`config.mk`:
```
export PLATFORM = sky130hd
export DESIGN_NAME = output_display
export DESIGN_NICKNAME = d
export VERILOG_FILES = /design/src/rtl/output_display.sv
export SDC_FILE = /design/constraint.sdc
export NUM_CORES = 1
export LEC_CHECK = 0
export CAP_MARGIN = 0
export CORE_UTILIZATION = 50
export CTS_CLUSTER_SIZE = 16
export DETAILED_ROUTE_END_ITERATION = 8
export GPL_ROUTABILITY_DRIVEN = 0
export PLACE_DENSITY = 0.8
export SYNTH_ARGS = -nofsm -noshare
export SYNTH_HDL_FRONTEND = slang
export SYNTH_SLANG_ARGS = --single-unit
```
`constraint.sdc`:
```
create_clock -name clk -period 6.1 [get_ports clk]
set_input_delay 0.915 -clock clk [delete_from_list [all_inputs] [get_ports clk]]
set_output_delay 0.915 -clock clk [all_outputs]
set_load 0.05 [all_outputs]
```
`src/rtl/output_display.sv`:
```
// 8-bit binary to 3-digit multiplexed common-anode 7-segment driver.
// Sequential double-dabble BCD conversion, one bit per clock, with optional leading-zero blanking.
module output_display #(
    parameter int REFRESH_DIV   = 1000,
    parameter int BLANK_LEADING = 1
) (
    input  logic        clk,
    input  logic        rst_n,
    input  logic [7:0]  value,
    output logic [6:0]  seg,
    output logic [2:0]  an,
    output logic [11:0] bcd,
    output logic        busy
);

    localparam int CNT_W = $clog2(REFRESH_DIV);

    typedef enum logic {S_IDLE, S_SHIFT} state_t;

    state_t             r_state;
    state_t             w_state_nxt;
    logic               w_load;
    logic               w_done;
    logic [7:0]         r_src;
    logic [19:0]        r_scratch;
    logic [19:0]        w_shifted;
    logic [2:0]         r_bit_cnt;
    logic [11:0]        r_bcd;
    logic               r_busy;
    logic [CNT_W-1:0]   r_ref_cnt;
    logic               w_ref_wrap;
    logic [1:0]         r_idx;
    logic [1:0]         w_sel_idx;
    logic [3:0]         w_nib;
    logic               w_blank;
    logic [6:0]         r_seg;
    logic [2:0]         r_an;

    function automatic logic [3:0] add3(input logic [3:0] n);
        return (n >= 4'd5) ? n + 4'd3 : n;
    endfunction

    function automatic logic [6:0] seg7(input logic [3:0] n);
        case (n)
            4'd0:    return 7'b1000000;
            4'd1:    return 7'b1111001;
            4'd2:    return 7'b0100100;
            4'd3:    return 7'b0110000;
            4'd4:    return 7'b0011001;
            4'd5:    return 7'b0010010;
            4'd6:    return 7'b0000010;
            4'd7:    return 7'b1111000;
            4'd8:    return 7'b0000000;
            4'd9:    return 7'b0010000;
            default: return 7'b1111111;
        endcase
    endfunction

    // Adjust all three BCD nibbles, then shift; the hundreds carry-out falls off the top.
    assign w_shifted = 20'({add3(r_scratch[19:16]), add3(r_scratch[15:12]),
                            add3(r_scratch[11:8]), r_scratch[7:0], 1'b0});

    always_comb begin
        w_state_nxt = r_state;
        w_load      = 1'b0;
        w_done      = 1'b0;
        case (r_state)
            S_IDLE: begin
                if (value != r_src) begin
                    w_state_nxt = S_SHIFT;
                    w_load      = 1'b1;
                end
            end
            S_SHIFT: begin
                if (r_bit_cnt == 3'd7) begin
                    w_state_nxt = S_IDLE;
                    w_done      = 1'b1;
                end
            end
            default: w_state_nxt = S_IDLE;
        endcase
    end

    always_ff @(posedge clk or negedge rst_n) begin
        if (!rst_n) begin
            r_state   <= S_IDLE;
            r_src     <= 8'd0;
            r_scratch <= 20'd0;
            r_bit_cnt <= 3'd0;
            r_bcd     <= 12'h000;
            r_busy    <= 1'b0;
        end else begin
            r_state <= w_state_nxt;
            if (w_load) begin
                r_src     <= value;
                r_scratch <= {12'h000, value};
                r_bit_cnt <= 3'd0;
                r_busy    <= 1'b1;
            end else if (r_state == S_SHIFT) begin
                r_scratch <= w_shifted;
                r_bit_cnt <= r_bit_cnt + 3'd1;
                if (w_done) begin
                    r_bcd  <= w_shifted[19:8];
                    r_busy <= 1'b0;
                end
            end
        end
    end

    assign w_ref_wrap = (r_ref_cnt == CNT_W'(REFRESH_DIV - 1));

    always_ff @(posedge clk or negedge rst_n) begin
        if (!rst_n) begin
            r_ref_cnt <= '0;
            r_idx     <= 2'd0;
        end else if (w_ref_wrap) begin
            r_ref_cnt <= '0;
            r_idx     <= (r_idx >= 2'd2) ? 2'd0 : r_idx + 2'd1;
        end else begin
            r_ref_cnt <= r_ref_cnt + CNT_W'(1);
        end
    end

    // Only the committed result is displayed, never the in-flight scratch.
    always_comb begin
        w_sel_idx = (r_idx == 2'd3) ? 2'd0 : r_idx;
        w_nib     = r_bcd[3:0];
        w_blank   = 1'b0;
        case (w_sel_idx)
            2'd1: begin
                w_nib   = r_bcd[7:4];
                w_blank = (BLANK_LEADING != 0) && (r_bcd[11:8] == 4'd0) && (r_bcd[7:4] == 4'd0);
            end
            2'd2: begin
                w_nib   = r_bcd[11:8];
                w_blank = (BLANK_LEADING != 0) && (r_bcd[11:8] == 4'd0);
            end
            default: begin
                w_nib   = r_bcd[3:0];
                w_blank = 1'b0;
            end
        endcase
    end

    always_ff @(posedge clk or negedge rst_n) begin
        if (!rst_n) begin
            r_seg <= 7'b1111111;
            r_an  <= 3'b111;
        end else begin
            r_an  <= ~(3'b001 << w_sel_idx);
            r_seg <= w_blank ? 7'b1111111 : seg7(w_nib);
        end
    end

    assign seg  = r_seg;
    assign an   = r_an;
    assign bcd  = r_bcd;
    assign busy = r_busy;

endmodule

```
==> results of run 1 <==
[layout make-up]
cell class	instances	area (um2)	area share [%]
flip-flops and latches	67	1690	44.3
clock buffers	11	151	3.97
inverters	13	48.8	1.28
repair buffers	34	330	8.66
multi-input cells	191	1450	38.0
well taps	75	93.8	2.46
clock inverters	5	51.3	1.34
[worst max-delay path by stage]
stage,depth (start not counted),to,from
detailed placement,5,r_src[0]$_DFFE_PN0N_,value[0]
finish,1,an[1],an[1]$_DFF_PN1_
CTS,1,an[1],an[1]$_DFF_PN1_
global placement,5,r_src[6]$_DFFE_PN0N_,value[4]
floorplan,6,r_src[1]$_DFFE_PN0N_,value[0]
global route,1,seg[2],seg[2]$_DFF_PN1_
[routing by layer]
| layer | global-route usage [%] | share of wire (%) |
|---|---|---|
| met1 | 23.3 | 47 |
| met2 | 30.1 | 46 |
| met3 | 6.04 | 4.6 |
| met4 | 8.79 | 1.7 |
| met5 | 0 | 0 |
[placed cells by master, fill, tap and decap left out, types with 2 or more instances in the layout]
master           Yosys  layout
nand4_1              5       5
inv_1               13      13
nor4_1               3       3
mux2_2              21      21
dfstp_2             10      10
a22oi_1              4       4
nor3_1               2       2
clkdlybuf4s50_1      0      31
ha_1                17      17
dfrtp_1             57      57
a221o_1              7       7
buf_4                0       2
nand2b_1             5       5
nor2_1              14      14
and3_1               2       2
a22o_1              14      14
nor2b_1              2       2
nand2_1             18      18
clkinv_2             0       2
a21o_1               4       4
o21ai_0             11      11
and2_1              12      12
mux2i_1              3       3
xnor2_1             16      16
xor2_1               3       3
clkbuf_8             0      11
a21oi_1             11      11
nand3_1              5       5
a211oi_1             2       2
[power by group]
| part | total, mW | switching [mW] | internal, mW |
|---|---|---|---|
| clock network | 0.371 | 0.163 | 0.208 |
| registers | 0.756 | 0.134 | 0.622 |
| logic | 0.914 | 0.509 | 0.405 |
| total | 2.04 | 0.806 | 1.23 |
[logic make-up (layout without fill, tap and decap cells)]
kind of cell	after synthesis	count (layout)	share of synthesized area, %
flops	67	67	52.1
mux	25	25	8.57
xor+xnor	19	19	5.13
simple gates	71	71	11.3
buf+inv	22	63	3.16
fa+ha+maj	17	17	6.56
compound gates	59	59	13.2
[registers in the layout, summed over array words and instances, names as in the netlist]
register,flops
r_scratch,20
bcd,12
r_ref_cnt,10
r_src,8
seg,7
an,3
r_bit_cnt,3
r_idx,2
busy,1
r_state,1
[worst register-to-register path, stage by stage, from the launching register on]
cell and delay [ns]:
dfrtp_1 0.39, inv_1 0.09, ha_1 0.50, nor2_1 0.10
a21oi_1 0.32, inv_1 0.12, ha_1 0.32, o21ai_0 0.16
nand4_1 0.12
==> impl_metrics.csv, run 1 <==
group,metric,value,unit
route,ant_nets,0,
power,irDropWorstVdd,0.381,mV
final_layout,area_growth,17.7,%
worst_setup_path,critPathMaxFanout,1,
die,initial_core_util,53.2,%
status,status,"finished clean",
sta,slew_headroom,45.5,%
worst_setup_path,path_buf_inv,1,
yosys,synth_cells,280,
die,die_area,6810,um2
hold_path,min_to,"r_ref_cnt[0]$_DFF_PN0_",
placed_design,dp_hpwl,3730,um
grt,overflow,0,
clock_network,cts_tree,"done",
final_layout,antenna_cells,0,
yosys,ys_ff_latch,67,
clock_network,clock_latency,0.35,ns
clock_network,clockRootBuffer,"clkbuf_8",
yosys,yosys_warnings,0,
sta,clock_skew,0.00647,ns
route,vias,2222,
placed_design,dp.cells,380,
sta,finalSetupViolations,0,
worst_setup_path,critPathTopFamily,"buffers and inverters",
final_layout,nNetsFinal,343,
grt,grt_max_degree,68,
die,rows,28,
yosys,yosys-top-cells-area,"dfrtp_1 44%, dfstp_2 8.1%, mux2_2 7.3%, ha_1 6.6%, xnor2_1 4.3%",
grt,grt_pass1_wl,9360,um
hold_path,min_path_type,"reg -> reg",
worst_setup_path,r2r-start,"r_idx[1]$_DFFE_PN0N_",
route,drtIter0Drc,103,
worst_setup_path,regToRegSetupSlack,3.89,ns
yosys,avgSynthCellArea,11.6,um2
hold_path,hold_depth,1,
yosys,synth_top_flop_cell,"dfrtp_1",
worst_setup_path,path_cells,"clkdlybuf4s50_1",
clock_network,cts_setup_buffers,0,
sta,period_needed,2.57,ns
worst_setup_path,critPathSlowestCell,"clkdlybuf4s50_1",
clock_network,cts_max_level,3,
worst_setup_path,crit_required,5.18,ns
route,drc,0,
placed_design,post-place-ws,3.32,ns
worst_setup_path,reg2reg_depth,8,
yosys,synth_nets,307,
hold_path,min_from,"r_ref_cnt[0]$_DFF_PN0_",
clock_network,cts_buffers,9,
worst_setup_path,crit_path_end_kind,"output port",
yosys,synthArstFlopShare,100,%
final_layout,layoutNonFillerInstCount,396,
power,p_leak,1.70,nW
power,power_density,535,nW/um2
route,wl,5590,um
sta,slew_violations,0,
clock_network,cts_hold_buf,0,
worst_setup_path,path_class,"reg -> out",
die,io_pins,33,
final_layout,fin_util,62.6,%
grt,antenna_found_initial,0,
yosys,synth_top_cell_by_area,"dfrtp_1",
grt,grt_pass1_vias,2067,
sta,setup_ws,3.53,ns
die,die_w,82.5,um
route,routed_via_density,5.61,
yosys,synth_top_area_share,44.0,%
clock_network,clock_sinks,67,
worst_setup_path,timing.rr.end,"seg[3]$_DFF_PN1_",
worst_setup_path,arrival,1.65,ns
die,coreArea,6100,um2
final_layout,fillerInstances,487,
sta,finalHoldViolations,0,
sta,rsz0062_at_grt,"false",
placed_design,portBuffers,32,
clock_network,clkTransAtPathRegs,0.07,ns
final_layout,design_area,3810,um2
grt,grt_use_total,18.9,%
yosys,syn_area,3240,um2
route,wire_per_inst,14.1,um
sta,timing.final.crit_share,42.1,%
die,die_height,82.5,um
yosys,synth_cell_types,38,
flow_run,maxCapViolCount,0,
sta,hold_ws,0.457,ns
worst_setup_path,start_kind,"flip-flop",
placed_design,placed_area,3610,um2
yosys,synth_edf_count,0,
clock_network,clk_path_buf_depth,2,
power,finalPower,2.04,mW
route,drtPass1Iterations,4,
sta,worst_pin_slew,0.817,ns
yosys,yosysMostFrequentCell,"dfrtp_1",
clock_network,post_cts_resized,0,
final_layout,drive_above_1_share,15.9,%
yosys,synthTopCellsByCount,"57 x dfrtp_1, 21 x mux2_2, 18 x nand2_1, 17 x ha_1, 16 x xnor2_1",
yosys,seq_area_frac_synth,52.1,%
sta,timing.setup.tns,0,ns
sta,fmax,0.389,GHz
worst_setup_path,crit_path_max_incr_delay,0.79,ns
Note: power is estimated with default switching activity, not from simulation.
==> run 2: changes to the inputs <==
Clock period 6.1 ns to 2.43 ns, I/O delays scaled along.
==> impl_metrics.csv, run 2 (synthesis results as in run 1) <==
group,metric,value,unit
status,status,"finished clean",
grt,grt_pass1_wl,9840,um
worst_setup_path,crit_path_max_incr_delay,0.79,ns
final_layout,final_cell_mix,"57 x dfrtp_1, 31 x clkdlybuf4s50_1, 21 x mux2_2, 18 x nand2_1, 17 x ha_1",
grt,overflow,0,
die,coreArea,6100,um2
hold_path,hold_depth,1,
worst_setup_path,reg2reg_depth,8,
final_layout,multiInputGateArea,1450,um2
worst_setup_path,arrival,1.65,ns
flow_run,maxCapViolCount,0,
worst_setup_path,crit_required,2.07,ns
clock_network,clock_latency,0.34,ns
final_layout,largest_reg_flops,20,
power,irDropWorstVdd,1.09,mV
worst_setup_path,critPathSlowestCell,"clkdlybuf4s50_1",
sta,rsz0062_at_grt,"false",
worst_setup_path,critPathMaxFanout,1,
clock_network,clock_sinks,67,
clock_network,cts_buffers,9,
grt,grt_pass1_vias,2211,
grt,grt_use_total,19.4,%
clock_network,post_cts_resized,0,
die,die_height,82.5,um
worst_setup_path,path_class,"reg -> out",
die,rows,28,
die,die_area,6810,um2
placed_design,placed_area,3650,um2
final_layout,area_growth,20.9,%
sta,slew_headroom,57.3,%
final_layout,fillerInstances,490,
power,power_density,1360,nW/um2
sta,fmax,0.497,GHz
route,vias,2274,
hold_path,min_from,"r_ref_cnt[0]$_DFF_PN0_",
worst_setup_path,timing.rr.end,"seg[6]$_DFF_PN1_",
route,drtIter0Drc,62,
clock_network,cts_max_level,3,
sta,timing.setup.tns,0,ns
hold_path,min_path_type,"reg -> reg",
final_layout,drive_above_1_share,16.9,%
route,drtPass1Iterations,4,
sta,hold_ws,0.458,ns
worst_setup_path,path_buf_inv,1,
sta,finalHoldViolations,0,
grt,antenna_found_initial,0,
route,ant_nets,0,
power,finalPower,5.34,mW
final_layout,antenna_cells,0,
placed_design,portBuffers,32,
worst_setup_path,regToRegSetupSlack,0.42,ns
sta,timing.final.crit_share,82.8,%
clock_network,clk_path_buf_depth,2,
clock_network,clkTransAtPathRegs,0.07,ns
final_layout,top_register,"r_scratch",
sta,worst_pin_slew,0.641,ns
final_layout,design_area,3920,um2
die,die_w,82.5,um
sta,period_needed,2.01,ns
sta,clock_skew,0.00890,ns
final_layout,final_common_cell,"dfrtp_1",
final_layout,nNetsFinal,348,
clock_network,clockRootBuffer,"clkbuf_8",
route,drc,0,
route,wire_per_inst,14.5,um
sta,finalSetupViolations,0,
route,wl,5830,um
sta,slew_violations,0,
worst_setup_path,crit_path_end_kind,"output port",
die,initial_core_util,53.2,%
worst_setup_path,r2r-start,"r_idx[0]$_DFFE_PN0N_",
die,io_pins,33,
hold_path,min_to,"r_ref_cnt[0]$_DFF_PN0_",
worst_setup_path,path_cells,"clkdlybuf4s50_1",
grt,grt_max_degree,49,
final_layout,regArea,1690,um2
power,p_leak,1.76,nW
worst_setup_path,start_kind,"flip-flop",
route,routed_via_density,5.67,
clock_network,cts_tree,"done",
worst_setup_path,critPathTopFamily,"buffers and inverters",
placed_design,dp_hpwl,4110,um
[run 2: cell types whose count changed in the layout (fill, tap and decap cells not counted), sizes merged]
| cell | delta |
|---|---|
| clkinv | -3 |
| bufinv | -1 |
| dlygate4sd3 | +1 |
| clkbuf | +5 |
| clkinvlp | -1 |
| buf | +4 |
[run 2: through the flow]
step,util (%),worst slack (ns),cells
2_1_floorplan,-,0.469,280
3_3_place_gp,60.0,0.238,384
3_5_place_dp,60.0,0.199,384
4_1_cts,64.3,0.399,401
5_1_grt,64.3,0.173,401
6_report,64.3,0.417,401
[run 2: worst max-delay path by stage]
| stage | to | startpoint | cells past startpoint |
|---|---|---|---|
| after floorplan | seg[3]$_DFF_PN1_ | r_idx[0]$_DFFE_PN0N_ | 9 |
| after global placement | r_src[7]$_DFFE_PN0N_ | value[4] | 5 |
| after detailed placement | r_src[6]$_DFFE_PN0N_ | value[4] | 5 |
| after CTS | an[1] | an[1]$_DFF_PN1_ | 1 |
| after global routing | seg[6]$_DFF_PN1_ | r_idx[0]$_DFFE_PN0N_ | 8 |
| final | an[1] | an[1]$_DFF_PN1_ | 1 |
[run 2: power by group]
| group | internal [mW] | switching [mW] | leakage (nW) | total [mW] |
|---|---|---|---|---|
| combinational | 1.05 | 1.31 | 0.812 | 2.35 |
| sequential | 1.56 | 0.326 | 0.814 | 1.89 |
| clock | 0.677 | 0.415 | 0.130 | 1.09 |
| total | 3.29 | 2.05 | 1.76 | 5.34 |
[run 2: what timing repair did]
item / 4_1_cts / 5_1_grt
endpoints found under the setup margin: 0 / 0
hold buffers: 1 / 0
hold endpoints to repair: 19 / 0
setup buffers: 0 / 0
[run 2: area by class of cell]
| class | count | area share [%] |
|---|---|---|
| flip-flops and latches | 67 | 43.1 |
| multi-input cells | 191 | 37.0 |
| well taps | 75 | 2.39 |
| repair buffers | 39 | 9.77 |
| inverters | 13 | 1.24 |
| clock buffers | 16 | 6.51 |
[run 2: metal layers]
| layer | vias to the layer above | GRT usage [%] | part of all wire (%) |
|---|---|---|---|
| li1 | 1078 | - | - |
| met1 | 1126 | 23.6 | 45 |
| met2 | 57 | 31.7 | 48 |
| met3 | 13 | 6.15 | 4.1 |
| met4 | 0 | 8.10 | 2.3 |
| met5 | - | 0 | 0 |
